--- src/rtl/sync_fifo_buffer.sv ---
// Single-clock valid/ready FIFO with DEPTH = 2^M entries and an occupancy count.
// No fall-through: a written word shows up at the output on the cycle after its write edge.
module sync_fifo_buffer #(
  parameter int Nb = 48,
  parameter int M  = 2
) (
  input  logic          clk,
  input  logic          reset,
  input  logic          in_valid,
  output logic          in_ready,
  input  logic [Nb-1:0] in_data,
  output logic          out_valid,
  input  logic          out_ready,
  output logic [Nb-1:0] out_data,
  output logic [M:0]    count
);

  localparam int DEPTH = 2 ** M;
  localparam logic [M:0] FULL_COUNT = {1'b1, {M{1'b0}}};

  logic [Nb-1:0] mem [DEPTH];
  logic [M-1:0]  wr_ptr_reg;
  logic [M-1:0]  rd_ptr_reg;
  logic [M:0]    count_reg;
  logic [M:0]    count_next;
  logic          wr_fire;
  logic          rd_fire;

  // Handshake flags depend only on registered occupancy, so there is no
  // combinational path from out_ready to in_ready.
  assign in_ready  = (count_reg != FULL_COUNT);
  assign out_valid = (count_reg != '0);
  assign out_data  = mem[rd_ptr_reg];
  assign count     = count_reg;

  assign wr_fire = in_valid && in_ready;
  assign rd_fire = out_valid && out_ready;

  always_comb begin
    count_next = count_reg;
    case ({wr_fire, rd_fire})
      2'b10:   count_next = count_reg + 1'b1;
      2'b01:   count_next = count_reg - 1'b1;
      default: count_next = count_reg;
    endcase
  end

  always_ff @(posedge clk or posedge reset) begin
    if (reset) begin
      wr_ptr_reg <= '0;
      rd_ptr_reg <= '0;
      count_reg  <= '0;
    end else begin
      if (wr_fire) wr_ptr_reg <= wr_ptr_reg + 1'b1;
      if (rd_fire) rd_ptr_reg <= rd_ptr_reg + 1'b1;
      count_reg <= count_next;
    end
  end

  // Storage is deliberately left out of reset.
  always_ff @(posedge clk) begin
    if (wr_fire) mem[wr_ptr_reg] <= in_data;
  end

endmodule

--- config.mk ---
export PLATFORM = sky130hd
export DESIGN_NAME = sync_fifo_buffer
export DESIGN_NICKNAME = d
export VERILOG_FILES = /design/src/rtl/sync_fifo_buffer.sv
export SDC_FILE = /design/constraint.sdc
export NUM_CORES = 1
export LEC_CHECK = 0
export BUFFER_PORTS_ARGS = -buffer_cell sky130_fd_sc_hd__buf_4
export CAP_MARGIN = 20
export CORE_MARGIN = 2
export CORE_UTILIZATION = 25
export DETAILED_ROUTE_END_ITERATION = 10
export MAX_ROUTING_LAYER = met4
export PLACE_DENSITY_LB_ADDON = 0.05
export SLEW_MARGIN = 20
export SYNTH_ARGS = -nofsm -noshare
export SYNTH_HDL_FRONTEND = slang
export SYNTH_SLANG_ARGS = --single-unit
--- constraint.sdc ---
create_clock -name clk -period 5.9 [get_ports clk]
set_input_delay 0 -clock clk [delete_from_list [all_inputs] [get_ports clk]]
set_output_delay 0 -clock clk [all_outputs]
set_load 0.02 [all_outputs]
# ---- Word level (Yosys, flattened, before mapping)
# Memories as Yosys holds them, arrays and structs flattened.
# Cells that the tools add are included.
dict set report totals {
  n_memories 1
  regBits 7
  word_cells 18
  mem_bits_rw 192
}
dict set report op_classes {
  n_eq_ne 3
  n_mux 3
  add_sub_neg 4
  n_reduce_logical 4
}
# memory depth word_bits read_ports rd_clocked_by_memory_dff write_ports line
set memory_table {}
lappend memory_table {mem 4 48 1 0 1 21} ;# logic [Nb-1:0] mem [DEPTH];
# operator count
set op_table {}
lappend op_table {{one-hot mux 3 bit (2 select lines)} 1}
lappend op_table {{adder 2 x 1 -> 2 bit (second input constant)} 2}
lappend op_table {{adder 3 x 1 -> 3 bit (second input constant)} 1}
lappend op_table {{inequality test 3 bit (second input constant)} 1}
lappend op_table {{nonzero test 3 bit} 1}
lappend op_table {{subtractor 3 x 1 -> 3 bit (second input constant)} 1}
lappend op_table {{== test 2 x 1 -> 1 bit (second input constant)} 1}
lappend op_table {{== test 2 bit (second input constant)} 1}
lappend op_table {{logical AND 1 bit} 2}
lappend op_table {{2-to-1 mux 1 bit} 2}
lappend op_table {{nonzero test 2 bit} 1}

# ---- Logic depth before layout (Yosys ltp)
dict set report depth {
  depth_word 4
  depth_mapped 9
  ltp_nobuf 9
}

# ---- Worst setup path after synthesis
# No wires, ideal clock.
dict set report synth_path {
  kind {register to register}
  from {register count_reg[0] (netlist: count[0])}
  to {register count_reg[2] (netlist: count[2])}
  slack_ps 3661
  stages_incl_launch_ff 10
  setup_time_ps 80
  t_required_ps 5820
  t_arrival_ps 2159
  cell_sequence {dfrtp_1 > or3b_4 > and2_4 > inv_1 > ha_1 > inv_1 > fa_1 > xor2_1 > nor2_1 > xor2_1}
}
dict set report synth_via {
  elab_chain_len 4
  elab_cells_between_ends 10
}
# item line
set synth_rtl {}
lappend synth_rtl {{from (decl)} 24} ;# logic [M:0] count_reg;
lappend synth_rtl {{from (signal assigned)} 56} ;# count_reg <= count_next;
lappend synth_rtl {{inequality test 3 bit *} 31} ;# assign in_ready = (count_reg != FULL_COUNT);
lappend synth_rtl {{via in_ready} 10} ;# output logic in_ready,
lappend synth_rtl {{logical AND 1 bit *} 36} ;# assign wr_fire = in_valid && in_ready;
lappend synth_rtl {{== test 2 x 1 -> 1 bit / == test 2 bit (equally long branches)} 41} ;# case ({wr_fire, rd_fire})
lappend synth_rtl {{one-hot mux 3 bit (2 select lines) / nonzero test 2 bit (equally long branches)} n/a}
# Mark *: on every way through the listed nets, which the timed path passes. The rest lies on a longest branch.
# A chain may end at the register's enable or synchronous reset.

# ---- Final worst setup path
dict set report layout_path {
  from {register rd_ptr_reg[0]}
  to {output out_data[18]}
}
dict set report layout_via {
  elab_chain_len 1
}
# item line
set layout_rtl {}
lappend layout_rtl {{from (decl)} 23} ;# logic [M-1:0] rd_ptr_reg;
lappend layout_rtl {{from (signal assigned)} 55} ;# if (rd_fire) rd_ptr_reg <= rd_ptr_reg + 1'b1;
lappend layout_rtl {{memory (4 x 48 bit)} n/a}
lappend layout_rtl {{to (decl)} 14} ;# output logic [Nb-1:0] out_data,
# Every way passes these cells.

==> metrics.md <==
| Metric | Value |
|---|---|
| Placeable core region | 28800 um2 |
| Final TNS setup | 0 ps |
| Critical Path Slowest Stage Cell | buf_4 |
| Clock Latency Late Sink | 430 ps |
| Port bufs | 104 |
| Layout area overhead | 31.9% |
| Clk pwr share | 23.2% |
| Required @ worst endpoint | 5900 ps |
| DRC Markers | 0 |
| WL per Instance | 19.0 um |
| Placer congestion estimate | 0.672 |
| Max FFs per register | 192 |
| Commonest non-fill, non-tap cell in the layout | edfxtp_1 |
| Vias in the first global route | 3833 |
| Max_cap viols | 0 |
| Int Power | 3.19 mW |
| Worst path max stage delay | 760 ps |
| Final WL | 16.2 mm |
| Clock skew | 13.5 ps |
| Number of distinct library cells after synthesis | 20 |
| Placed cell areas | 8590 um2 |
| Clock sink count | 199 |
| Max-slew headroom | 39.6% |
| Setup crit end kind | output port |
| CTS tree | done |
| GR Layer Usage met2 | 18.6% |
| Maximum clock rate | 0.383 GHz |
| Largest net degree at the start of global routing | 49 |
| Nets | 516 |
| Worst hold path class | input pin to asynchronous set/reset pin |
| Flop pwr share | 41.9% |
| Met3 Use GR | 2.79% |
| Final Critical Period | 2610 ps |
| Final period utilization | 44.3% |
| Pre-CTS WS | 3610 ps |
| CTS Hold Bufs | 51 |
| Hpwl dp | 9.10 mm |
| Final count of pins violating max slew | 0 |
| Pwr per Cell Area | 494 nW/um2 |
| Status | finished, final reports clean |
| RSZ-0062 raised after global routing | no |
| Synth Instances | 289 |
| Finished Cell Area | 9670 um2 |
| Synth Warn # | 0 |
| First-pass GRT wire length | 24.3 mm |
| Chip height | 175 um |
| Final setup fails | 0 |
| Sw Pwr | 1.59 mW |
| Switching Share | 33.3% |
| Crit start category | register |
| H-tree depth | 4 |
| CTS Root Buffer Type | clkbuf_16 |
| Layout Utilization | 33.6% |
| Flops & latches, synth | 199 |
| Number of antenna violations at the first check in global routing | 1 |
| Initial DRC Count | 142 |
| Vias per cell | 4.10 |
| Syn_area_per_cell | 25.4 um2 |
| Mapped Area | 7330 um2 |
| Via count | 3511 |
| GRT Total Usage | 11.3% |
| Hold_ws | 69.8 ps |
| Top Usage Layer GRT | met2 |
| Fill cells | 2758 |
| Worst vdd ir | 270 uV |
| Crit Path Class | register to output port |
| Top-Level Pins | 105 |
| Syn_nets | 347 |
| Clock-pin slew on the worst setup and hold paths | 80 ps |
| Row count | 62 |
| Post-route setup slack | 3290 ps |
| Combinational power share | 34.9% |
| Part of the Yosys area used for sequential elements | 81.0% |
| GRT overflow | 0 |
| Antenna Violating Nets Remaining | 0 |
| Worst Max-Slew Pin Slew | 905 ps |
| CTS max path bufs | 2 |
| Commonest non-fill, non-tap cells in the layout | edfxtp_1 (192), buf_4 (110), dlygate4sd3_1 (51) |
| Crit Path Max Fanout | 40 |
| Post_cts resized | 0 |
| CTS buffer count | 17 |
| Initial core utilization | 25.5% |
| Lkg Pwr | 3.31 nW |
| Final hold vios | 0 |
| Area of the die | 30700 um2 |
| Iteration count of the initial detailed-routing pass | 5 |
| Critical path, cell by cell | buf_4 -> mux4_2 -> buf_4 |
| Post-CTS Setup Inserts | 0 |
| Worst EP arrival | 2610 ps |
| GR Util met1 | 14.0% |
| Most used cell, CP | buf_4 |
| Share of cells above drive strength 1 | 42.3% |
| Die width | 175 um |
-- Yosys cell counts --
library cell,n,area [um2]
edfxtp_1,192,5770
mux4_2,48,1080
buf_2,7,35.0
dfrtp_1,7,175
inv_1,7,26.3
ha_1,5,62.6
and3_2,4,30.0
buf_1,3,11.3
xnor2_1,3,26.3
xor2_1,3,26.3
and2_4,1,8.76
clkbuf_1,1,3.75
fa_1,1,20.0
mux2_4,1,15.0
mux2i_1,1,10.0
nand2_1,1,3.75
nor2_1,1,3.75
o31a_2,1,10.0
or3_2,1,7.51
or3b_4,1,11.3
-- power groups by stage --
stage	logic, mW	registers (mW)	clock network, mW
after detailed placement	1.71	2.04	0
after floorplan	1.04	1.97	0
final	1.67	2.00	1.11
after CTS	1.74	2.01	1.16
after global routing	1.80	2.03	1.21
after global placement	1.72	2.03	0
-- logic make-up after synthesis --
group | after synthesis | share of synthesized area (%)
muxes | 50 | 15.1
buffers and inverters | 18 | 1.04
xor gates and xnor gates | 6 | 0.717
and+or+nand+nor | 9 | 0.887
AOI/OAI and AO/OA | 1 | 0.137
adders and majority gates | 6 | 1.13
DFF | 199 | 81.0
-- metrics by stage --
step	power, mW	std cells
after floorplan	3.01	289
after global placement	3.75	772
after detailed placement	3.75	772
after CTS	4.91	855
after global routing	5.04	856
final	4.78	856
-- worst max-delay path: cells and delay by family (launching register included) --
family / cells / cell delay (ps)
buf+inv: 2 / 940
flops: 1 / 560
mux: 1 / 650
-- final cells by class --
type / count / area (um2) / share of cell area [%]
flip-flops and latches: 199 / 5950 / 61.5
repair buffers: 161 / 1340 / 13.8
multi-input cells: 72 / 1320 / 13.6
well taps: 384 / 480 / 4.97
clock buffers: 18 / 429 / 4.44
clock inverters: 14 / 134 / 1.38
inverters: 7 / 26.3 / 0.272
diodes: 1 / 2.50 / 0.0259
-- metal layers --
layer  up-vias  wire length, um
met4         0              159
met1      1859             7090
met3         8              682
met2        84             8290
met5         -                0
li1       1560                -
-- path summary, 6_finish.rpt --
kind / start / to / slack [ps] / cells past startpoint
min in group clk: in_data[38] / mem[2][38] / 300 / 2
worst max-delay path: rd_ptr_reg[0] / out_data[18] / 3290 / 3
worst max register to register: count[0] / count[2] / 3670 / 9
worst min register to register: count[2] / count[2] / 560 / 1
max in group asynchronous: reset / rd_ptr_reg[0] / 5550 / 3
worst min-delay path: reset / count[1] / 70 / 3
No activity file was read; power rests on OpenSTA's default activity.
